==> config.mk <==
export PLATFORM = sky130hd
export DESIGN_NAME = pwm_multichannel
export DESIGN_NICKNAME = d
export VERILOG_FILES = /design/src/rtl/pwm_multichannel.sv
export SDC_FILE = /design/constraint.sdc
export NUM_CORES = 1
export LEC_CHECK = 0
export CAP_MARGIN = 20
export CORE_ASPECT_RATIO = 0.8
export CORE_MARGIN = 3
export CORE_UTILIZATION = 50
export CTS_CLUSTER_DIAMETER = 50
export CTS_CLUSTER_SIZE = 20
export DETAILED_ROUTE_END_ITERATION = 16
export PLACE_DENSITY = 0.75
export SLEW_MARGIN = 5
export SYNTH_ARGS = -nofsm -noshare
export SYNTH_HDL_FRONTEND = slang
export SYNTH_SLANG_ARGS = --single-unit
==> constraint.sdc <==
create_clock -name clk -period 10.7 [get_ports clk]
set_input_delay 1.07 -clock clk [delete_from_list [all_inputs] [get_ports clk]]
set_output_delay 1.07 -clock clk [all_outputs]
set_load 0.03 [all_outputs]
==> src/rtl/pwm_multichannel.sv <==
// pwm_multichannel: N-channel PWM sharing one prescaler and counter, edge- or center-aligned,
// with duty/period/mode double-buffered and applied only at period boundaries.
module pwm_multichannel #(
   parameter int CHANNELS = 16,
   parameter int RES      = 8,
   parameter int PRE_W    = 8,
   parameter int CH_W     = (CHANNELS > 1) ? $clog2(CHANNELS) : 1
) (
   input  logic                clk,
   input  logic                rst,
   input  logic [CHANNELS-1:0] en_out,
   input  logic [CHANNELS-1:0] en_pwm,
   input  logic                duty_wr,
   input  logic [CH_W-1:0]     duty_ch,
   input  logic [RES-1:0]      duty_data,
   input  logic [RES-1:0]      period,
   input  logic [PRE_W-1:0]    prescale,
   input  logic                center_mode,
   output logic [CHANNELS-1:0] out,
   output logic                period_tick
);
   logic [PRE_W-1:0]             pre_cnt_q, pre_cnt_d;
   logic [RES-1:0]               cnt_q, cnt_d, period_act_q, period_act_d;
   logic                         dir_q, dir_d, mode_act_q, mode_act_d;
   logic [CHANNELS-1:0][RES-1:0] duty_sh_q, duty_sh_d, duty_act_q, duty_act_d;
   logic [CHANNELS-1:0]          out_q, out_d;
   logic                         tick_q;
   logic                         tick, top, down, bnd;

   always_comb begin
      tick = pre_cnt_q >= prescale;
      pre_cnt_d = tick ? '0 : pre_cnt_q + PRE_W'(1);
      top = cnt_q == period_act_q;
      // center boundary is the step from 1 to 0, which also covers turning at a top of 1
      bnd = tick & (mode_act_q ? (period_act_q == '0) | ((cnt_q == RES'(1)) & (dir_q | top)) : top);
      down = mode_act_q & (dir_q | top);
      cnt_d = !tick ? cnt_q : bnd ? '0 : down ? cnt_q - RES'(1) : cnt_q + RES'(1);
      dir_d = !tick ? dir_q : bnd ? 1'b0 : down;
      period_act_d = bnd ? period : period_act_q;
      mode_act_d = bnd ? center_mode : mode_act_q;
      duty_act_d = bnd ? duty_sh_q : duty_act_q;
      for (int i = 0; i < CHANNELS; i++) begin
         duty_sh_d[i] = (duty_wr && duty_ch == CH_W'(i)) ? duty_data : duty_sh_q[i];
         out_d[i] = en_out[i] & (~en_pwm[i] | (cnt_q < duty_act_q[i]));
      end
   end

   always_ff @(posedge clk or posedge rst) begin
      if (rst) begin
         pre_cnt_q    <= '0;
         cnt_q        <= '0;
         dir_q        <= 1'b0;
         period_act_q <= '0;
         mode_act_q   <= 1'b0;
         duty_sh_q    <= '0;
         duty_act_q   <= '0;
         out_q        <= '0;
         tick_q       <= 1'b0;
      end else begin
         pre_cnt_q    <= pre_cnt_d;
         cnt_q        <= cnt_d;
         dir_q        <= dir_d;
         period_act_q <= period_act_d;
         mode_act_q   <= mode_act_d;
         duty_sh_q    <= duty_sh_d;
         duty_act_q   <= duty_act_d;
         out_q        <= out_d;
         tick_q       <= bnd;
      end
   end

   assign out = out_q;
   assign period_tick = tick_q;
endmodule

# ---- Word-level counts from Yosys, hierarchy flattened
# Index checks and enable logic that the tools add are counted.
dict set report classes {
  n_addsub 3
  reduce_logical 18
  n_lt_le_gt_ge 17
  n_bitwise 53
  n_mux 5
  n_eq_ne 17
}
# op count
set op_table {}
lappend op_table {{less-than comparator 8 bit} 16}
lappend op_table {{== test 4 bit, second input constant} 8}
lappend op_table {{two-way mux 8 bit} 3}
lappend op_table {{AND 1 bit} 19}
lappend op_table {{OR 1 bit} 18}
lappend op_table {{adder 8 x 1 -> 8 bit, second input constant} 2}
lappend op_table {{== test 4 x 3 -> 1 bit, second input constant} 4}
lappend op_table {{logical AND 1 bit} 16}
lappend op_table {{inverter 1 bit} 16}
lappend op_table {{== test 4 x 2 -> 1 bit, second input constant} 2}
lappend op_table {{== test 8 x 1 -> 1 bit, second input constant} 1}
lappend op_table {{== test 8 bit} 1}
lappend op_table {{greater-or-equal comparator 8 bit} 1}
lappend op_table {{logical NOT 8 bit} 1}
lappend op_table {{subtractor 8 x 1 -> 8 bit, second input constant} 1}
lappend op_table {{== test 4 x 1 -> 1 bit, second input constant} 1}
lappend op_table {{logical NOT 4 bit} 1}
lappend op_table {{two-way mux 1 bit} 2}
dict set report word_totals {
  wordCells 152
  out_inout_bits 17
  inputBits 64
  reg_bits 299
}

# ---- Depth between registers and ports, before layout
# Gate-level depths: netlist of run 1.
dict set report logic_depth {
  ltp_word 7
  depth_mapped 11
}

# ---- Worst setup path before layout of run 1
# No wires, ideal clock.
dict set report synth_timing {
  kind {input -> register}
  startpoint {in prescale[7]}
  endpoint {reg duty_act_q[104] (netlist name)}
  setup_ps 125
  arrival_time_ps 2737
  t_required_ps 10575
  path_buffers 1
  slack_ps 7838
  path_stages 9
  cell_sequence {inv_1 ha_1 nand3_1 or4_4 nand2_2 nand2_8 inv_4 buf_6 mux2_4}
}
dict set report synth_between {
  elab_chain_len 2
}
# item line_no
set synth_rtl {}
lappend synth_rtl {{from (decl)} 17} ;# input logic [PRE_W-1:0] prescale,
lappend synth_rtl {{greater-or-equal comparator 8 bit} 31} ;# tick = pre_cnt_q >= prescale;
lappend synth_rtl {{AND 1 bit} 35} ;# bnd = tick & (mode_act_q ? (period_act_q == '0) | ((cnt_q == RES'(1)) & (dir_q | top)) : top);
lappend synth_rtl {{to (signal assigned)} 66} ;# duty_act_q <= duty_act_d;
lappend synth_rtl {{to (decl)} 25} ;# logic [CHANNELS-1:0][RES-1:0] duty_sh_q, duty_sh_d, duty_act_q, duty_act_d;
# Every way passes these cells.
# A chain may end at the register's enable or synchronous reset.

# ---- Worst setup path after layout of run 1
dict set report layout_timing {
  startpoint {in prescale[6]}
  endpoint {reg period_act_q[4]}
}
dict set report layout_between {
  elab_chain_len 2
}
# item line_no
set layout_rtl {}
lappend layout_rtl {{greater-or-equal comparator 8 bit} 31}
lappend layout_rtl {{AND 1 bit} 35}
lappend layout_rtl {{to (signal assigned)} 63} ;# period_act_q <= period_act_d;
lappend layout_rtl {{to (decl)} 23} ;# logic [RES-1:0] cnt_q, cnt_d, period_act_q, period_act_d;
# Every way passes these cells.

==> results.yml, run 1 <==
run_status:
  status: "completed"
final_layout:
  fin_nets: 1531
  stdcell_area_mm2: 0.01671
  area_growth_pct: 13.46
  drive_gt1_frac: 0.1719
  layout_common_cells: "dfrtp_1 (299), mux2_2 (131), inv_1 (129)"
  final_common_cell: "dfrtp_1"
clocking:
  ctsRootBufferMaster: "clkbuf_16"
  cts.clk_slew.worst_paths_ps: 80
  ctsHoldBuffers: 0
  cts_sinks: 299
  cts_buffer_depth: 3
  clkLatencyLatePin_ps: 550
  cts_tree: "yes"
  post_cts_buffers: 0
  cts_resized: 0
  cts_htree_levels: 1
  cts_inserted_buffers: 26
global_route:
  grt_usage: 0.2085
  grt_pass1_vias: 10224
  grt_max_degree: 166
  antenna_found_initial: 2
  grt-ovfl-total: 0
  grt_pass1_wl_um: 54080
routing:
  wl_met1_um: 15600
  drt_pass1_iterations: 6
  vias_per_cell: 5.712
  drt_iter0_drc: 658
  wl_met2_um: 14890
  drc: 0
  ant_nets: 0
  via_count: 9899
  routed_wl_um: 32440
  wire_per_inst_um: 18.72
  top_layer_used: "met4"
  wl_met3_um: 1473
die:
  die_x_um: 197.9
  die_h_um: 159.5
  io_pins: 81
  die-area_mm2: 0.03157
  core_mm2: 0.02863
  rows: 55
  initial_core_util: 0.5146
power:
  vdd_ir_drop_max_mv: 0.1654
  power_frac_comb: 0.325
  switching_power_mw: 1.355
  intPower_mw: 2.605
  total_power_mw: 3.960
  leakagePower_nw: 7.658
  powerDensity_mw_per_mm2: 236.9
  clkPwrFrac: 0.264
  switching_share: 0.3422
  pwr-share-seq: 0.410
critical_path:
  crit_fanout: 66
  path_class: "primary input to register"
  cp_data_required_time_ps: 11120
  worst_setup_path_start_kind: "primary input"
  cp-end-kind: "register"
  cp-startpoint: "prescale[6]"
  cp.arrival_ps: 5120
  rr_startpoint: "cnt_q[1]"
yosys:
  synth-edff-count: 0
  syn-num-nets: 1473
  synth-seq-cells: 299
  yosysSeqAreaShare: 0.5079
  yosys_warnings: 0
  yosys_most_used_dff: "dfrtp_1"
  synthCells: 1285
  async_flop_share: 1.000
  syn_area_per_cell_um2: 11.46
  ys_types: 52
  syn_area_mm2: 0.01473
sta:
  relSlewSlack: 0.2615
  maxSlewViolCount: 0
  fin_crit_ps: 4695
  hold_violations: 0
  finalClockSkew_ps: 22.01
  worst_slew_pin_slew_ps: 1104
  fmax_ghz: 0.2130
  setup_viol: 0
  setup_tns_ps: 0
  rsz0062_at_grt: "no"
  fin_crit_sh: 0.4388
placed_design:
  dpl_cell_area_mm2: 0.01575
  io_buffers: 80
  place_congestion: 0.8095
  hpwl_um: 19630
worst_hold_path:
  hold_start: "duty_sh_q[46]"
  worst_hold_path_type: "register to register"
run:
  max_cap_viol_count: 0
==> cells by family after synthesis <==
family / count (synthesis) / share of synthesized area
buf+inv: 191 / 0.05691
simple gates: 230 / 0.08180
xor+xnor: 15 / 0.008919
compound gates: 274 / 0.1176
flops: 299 / 0.5079
mux: 152 / 0.1215
fa+ha+maj: 124 / 0.1053
==> per-stage QoR <==
stage | util | hold WS [ps] | setup slack (ps) | cells
2_1_floorplan | - | 462.9 | 1369 | 1285
3_3_place_gp | 0.5503 | 471.7 | 5487 | 1685
3_5_place_dp | 0.5503 | 482.4 | 5433 | 1685
4_1_cts | 0.5837 | 501.4 | 5997 | 1731
5_1_grt | 0.5838 | 512.8 | 5779 | 1733
6_report | 0.5838 | 494.8 | 6005 | 1733
==> sequential cells by signal (all words and copies together) (netlist names) <==
name	count
duty_act_q	128
out	16
mode_act_q	1
dir_q	1
duty_sh_q	128
period_tick	1
period_act_q	8
pre_cnt_q	8
cnt_q	8
==> path summary, 6_finish.rpt <==
kind                                        end  slack [ps]  depth (start not counted)
worst min-delay path             duty_act_q[46]         490                          2
worst min register to register   duty_act_q[46]         490                          2
min in group asynchronous        duty_act_q[22]        1130                          2
max in group asynchronous       duty_act_q[103]        8150                          3
worst max register to register  period_act_q[4]        6350                          8
worst max-delay path            period_act_q[4]        6010                         10
==> cells in the mapped netlist, drive strengths merged, types with 5 or more instances <==
cell | instances | area [µm²]
a21o | 51 | 382.9
a21oi | 22 | 110.1
buf | 36 | 254.0
clkbuf | 24 | 90.09
dfrtp | 299 | 7482
ha | 124 | 1551
inv | 131 | 494.2
mux2 | 152 | 1790
nand2 | 18 | 86.34
nand2b | 22 | 137.6
nand3 | 127 | 635.6
nand4 | 5 | 37.53
nor2 | 24 | 90.09
nor3 | 17 | 85.08
o211ai | 15 | 112.6
o21a | 15 | 112.6
o21ai | 132 | 660.6
o221a | 15 | 168.9
o22ai | 6 | 37.54
xnor2 | 9 | 78.83
xor2 | 6 | 52.55
==> per-layer routing <==
metal / vias up / GRT usage
met4: 0 / 0.03826
met2: 201 / 0.3302
met1: 5008 / 0.3079
met3: 48 / 0.03364
met5: - / 0
li1: 4642 / -
==> layout make-up <==
type | count | area [µm²]
fillers | 2346 | 11910
flip-flops and latches | 299 | 7482
multi-input cells | 795 | 6417
repair buffers | 90 | 888.4
clock buffers | 28 | 689.4
inverters | 131 | 501.7
well taps | 370 | 462.9
clock inverters | 18 | 266.5
diodes | 2 | 5.005
==> worst max-delay path, cell delays in order <==
cell	delay, ps
clkdlybuf4s50_1	450
inv_1	40
ha_1	290
nand3_1	100
or4_4	570
nand2_4	590
nand2_8	250
inv_4	520
buf_4	740
mux2_4	350
==> power groups by stage <==
stage	clock (mW)	sequential [mW]	combinational [mW]
finish	1.05	1.63	1.29
global placement	0	1.63	1.22
detailed placement	0	1.64	1.28
floorplan	0	1.64	0.909
global route	1.11	1.66	1.47
CTS	1.07	1.62	1.29
Power figures use the tool's default switching activity.
==> run 2: changes to the inputs <==
==> constraint.sdc (replaced) <==
create_clock -name clk -period 4.6 [get_ports clk]
set_input_delay 0.46 -clock clk [delete_from_list [all_inputs] [get_ports clk]]
set_output_delay 0.46 -clock clk [all_outputs]
set_load 0.03 [all_outputs]
==> results.yml, run 2 (same netlist as run 1, synthesis figures left out) <==
clocking:
  ctsHoldBuffers: 0
  ctsRootBufferMaster: "clkbuf_16"
  cts_buffer_depth: 3
  cts_tree: "yes"
  clkLatencyLatePin_ps: 530
  cts_htree_levels: 1
  cts_inserted_buffers: 23
  post_cts_buffers: 0
  cts_resized: 0
  cts_sinks: 299
  cts.clk_slew.worst_paths_ps: 80
power:
  powerDensity_mw_per_mm2: 535.4
  vdd_ir_drop_max_mv: 0.2966
  total_power_mw: 8.889
  leakagePower_nw: 7.614
critical_path:
  cp_slowest_stage_delay_ps: 940
  path_class: "register to register"
  worst_setup_path_start_kind: "register"
  endpoint: "duty_act_q[84]"
  cp-startpoint: "cnt_q[0]"
  worst_path_dominant_cell_family: "flip-flops"
  reg2reg_to: "duty_act_q[84]"
  cp_num_buf_inv: 2
  rrSetupSlack_ps: 1440
  cp-end-kind: "register"
  rr_startpoint: "cnt_q[0]"
  critPathSlowestCell: "dfrtp_1"
  cp_data_required_time_ps: 4990
  crit_fanout: 41
  path_cells: "xnor2_1 -> nand4_1 -> o22ai_1 -> and2_4 -> nand2_8 -> inv_4 -> buf_4 -> o21ai_0"
  cp.arrival_ps: 3550
  worstSetupPathDepth: 8
  rr_worst_depth: 8
global_route:
  use_met1: 0.3070
  grt_pass1_vias: 10160
  grt_pass1_wl_um: 53810
  grt-ovfl-total: 0
  grtUsageMet3: 0.03744
  use_met2: 0.3268
  grt_usage: 0.2086
  grt_max_degree: 163
  grt-busiest-layer: "met2"
  antenna_found_initial: 0
routing:
  via_count: 9957
  drc: 0
  ant_nets: 0
  routed_wl_um: 32490
  drt_iter0_drc: 695
  drt_pass1_iterations: 5
  vias_per_cell: 5.752
  wire_per_inst_um: 18.77
final_layout:
  layout_common_cells: "dfrtp_1 (299), mux2_2 (131), inv_1 (129)"
  area_growth_pct: 12.72
  antenna_cells: 0
  multi_input_area_mm2: 0.006417
  final_common_cell: "dfrtp_1"
  fillCellCount: 2364
  drive_gt1_frac: 0.1719
  fin_nets: 1535
  final_core_util: 0.5800
  stdcell_area_mm2: 0.01660
  ff_latch_area_mm2: 0.007482
die:
  die_h_um: 159.5
  die-area_mm2: 0.03157
  core_mm2: 0.02863
  initial_core_util: 0.5146
  rows: 55
  die_x_um: 197.9
  io_pins: 81
sta:
  fmax_ghz: 0.3161
  rsz0062_at_grt: "no"
  finalWorstSetupSlack_ps: 1437
  setup_tns_ps: 0
  maxSlewViolCount: 0
  relSlewSlack: 0.2692
  finalClockSkew_ps: 17.80
  fin_crit_ps: 3163
  worst_slew_pin_slew_ps: 1093
  fin_crit_sh: 0.6877
  setup_viol: 0
  hold_violations: 0
placed_design:
  place_congestion: 0.8159
  post-place-ws_ps: 1275
  dpl_cell_area_mm2: 0.01583
  io_buffers: 80
  hpwl_um: 20410
run:
  max_cap_viol_count: 0
worst_hold_path:
  worst_hold_path_type: "primary input to async pin"
run_status:
  status: "completed"
==> run 2: cell types whose count changed in the layout (fill, tap and decap cells not counted), sizes merged <==
cell      delta
clkinv       -3
diode        -2
clkinvlp     +1
inv          -3
buf          +7
bufinv       -2
==> run 2: worst min path at each step <==
stage	slack, ps	depth (start not counted)	to	startpoint
finish	310	2	duty_sh_q[23]	rst
global route	370	2	duty_act_q[20]	rst
detailed placement	480	2	duty_act_q[10]	duty_sh_q[10]
floorplan	460	2	duty_act_q[5]	duty_sh_q[5]
CTS	310	2	duty_sh_q[11]	rst
global placement	470	2	duty_act_q[65]	duty_sh_q[65]
==> run 2: routing by layer <==
layer,vias up,wire (µm),share of wire
met3,57,1745,0.054
met2,240,14780,0.45
met1,5017,15280,0.47
li1,4643,-,-
met5,-,0,0
met4,0,678,0.021
==> run 2: metrics by stage <==
step           std cells  hold WS (ps)
2_1_floorplan       1285         462.9
3_3_place_gp        1692         468.2
3_5_place_dp        1692         481.3
4_1_cts             1731         309.7
5_1_grt             1731         368.1
6_report            1731         311.9
==> run 2: power breakdown <==
part,total [mW],switching (mW),internal (mW),leakage [nW]
registers,3.77,0.405,3.36,3.73
logic,3.01,1.63,1.39,3.49
clock network,2.11,1.01,1.09,0.386
total,8.89,3.05,5.84,7.61
==> run 2: area by class of cell <==
type | instances | share of cell area
Inverter | 131 | 0.02999
Sequential cell | 299 | 0.4506
Multi-Input combinational cell | 795 | 0.3865
Timing Repair Buffer | 97 | 0.05818
Tap cell | 370 | 0.02788
Clock buffer | 28 | 0.03881
Clock inverter | 11 | 0.007988
==> run 2: worst register-to-register path: stages, from the launching register on <==
cell     delay (ps)
dfrtp_1         940
xnor2_1         200
nand4_1         180
o22ai_1         230
and2_4          360
nand2_8         180
inv_4           270
buf_4           480
o21ai_0         190
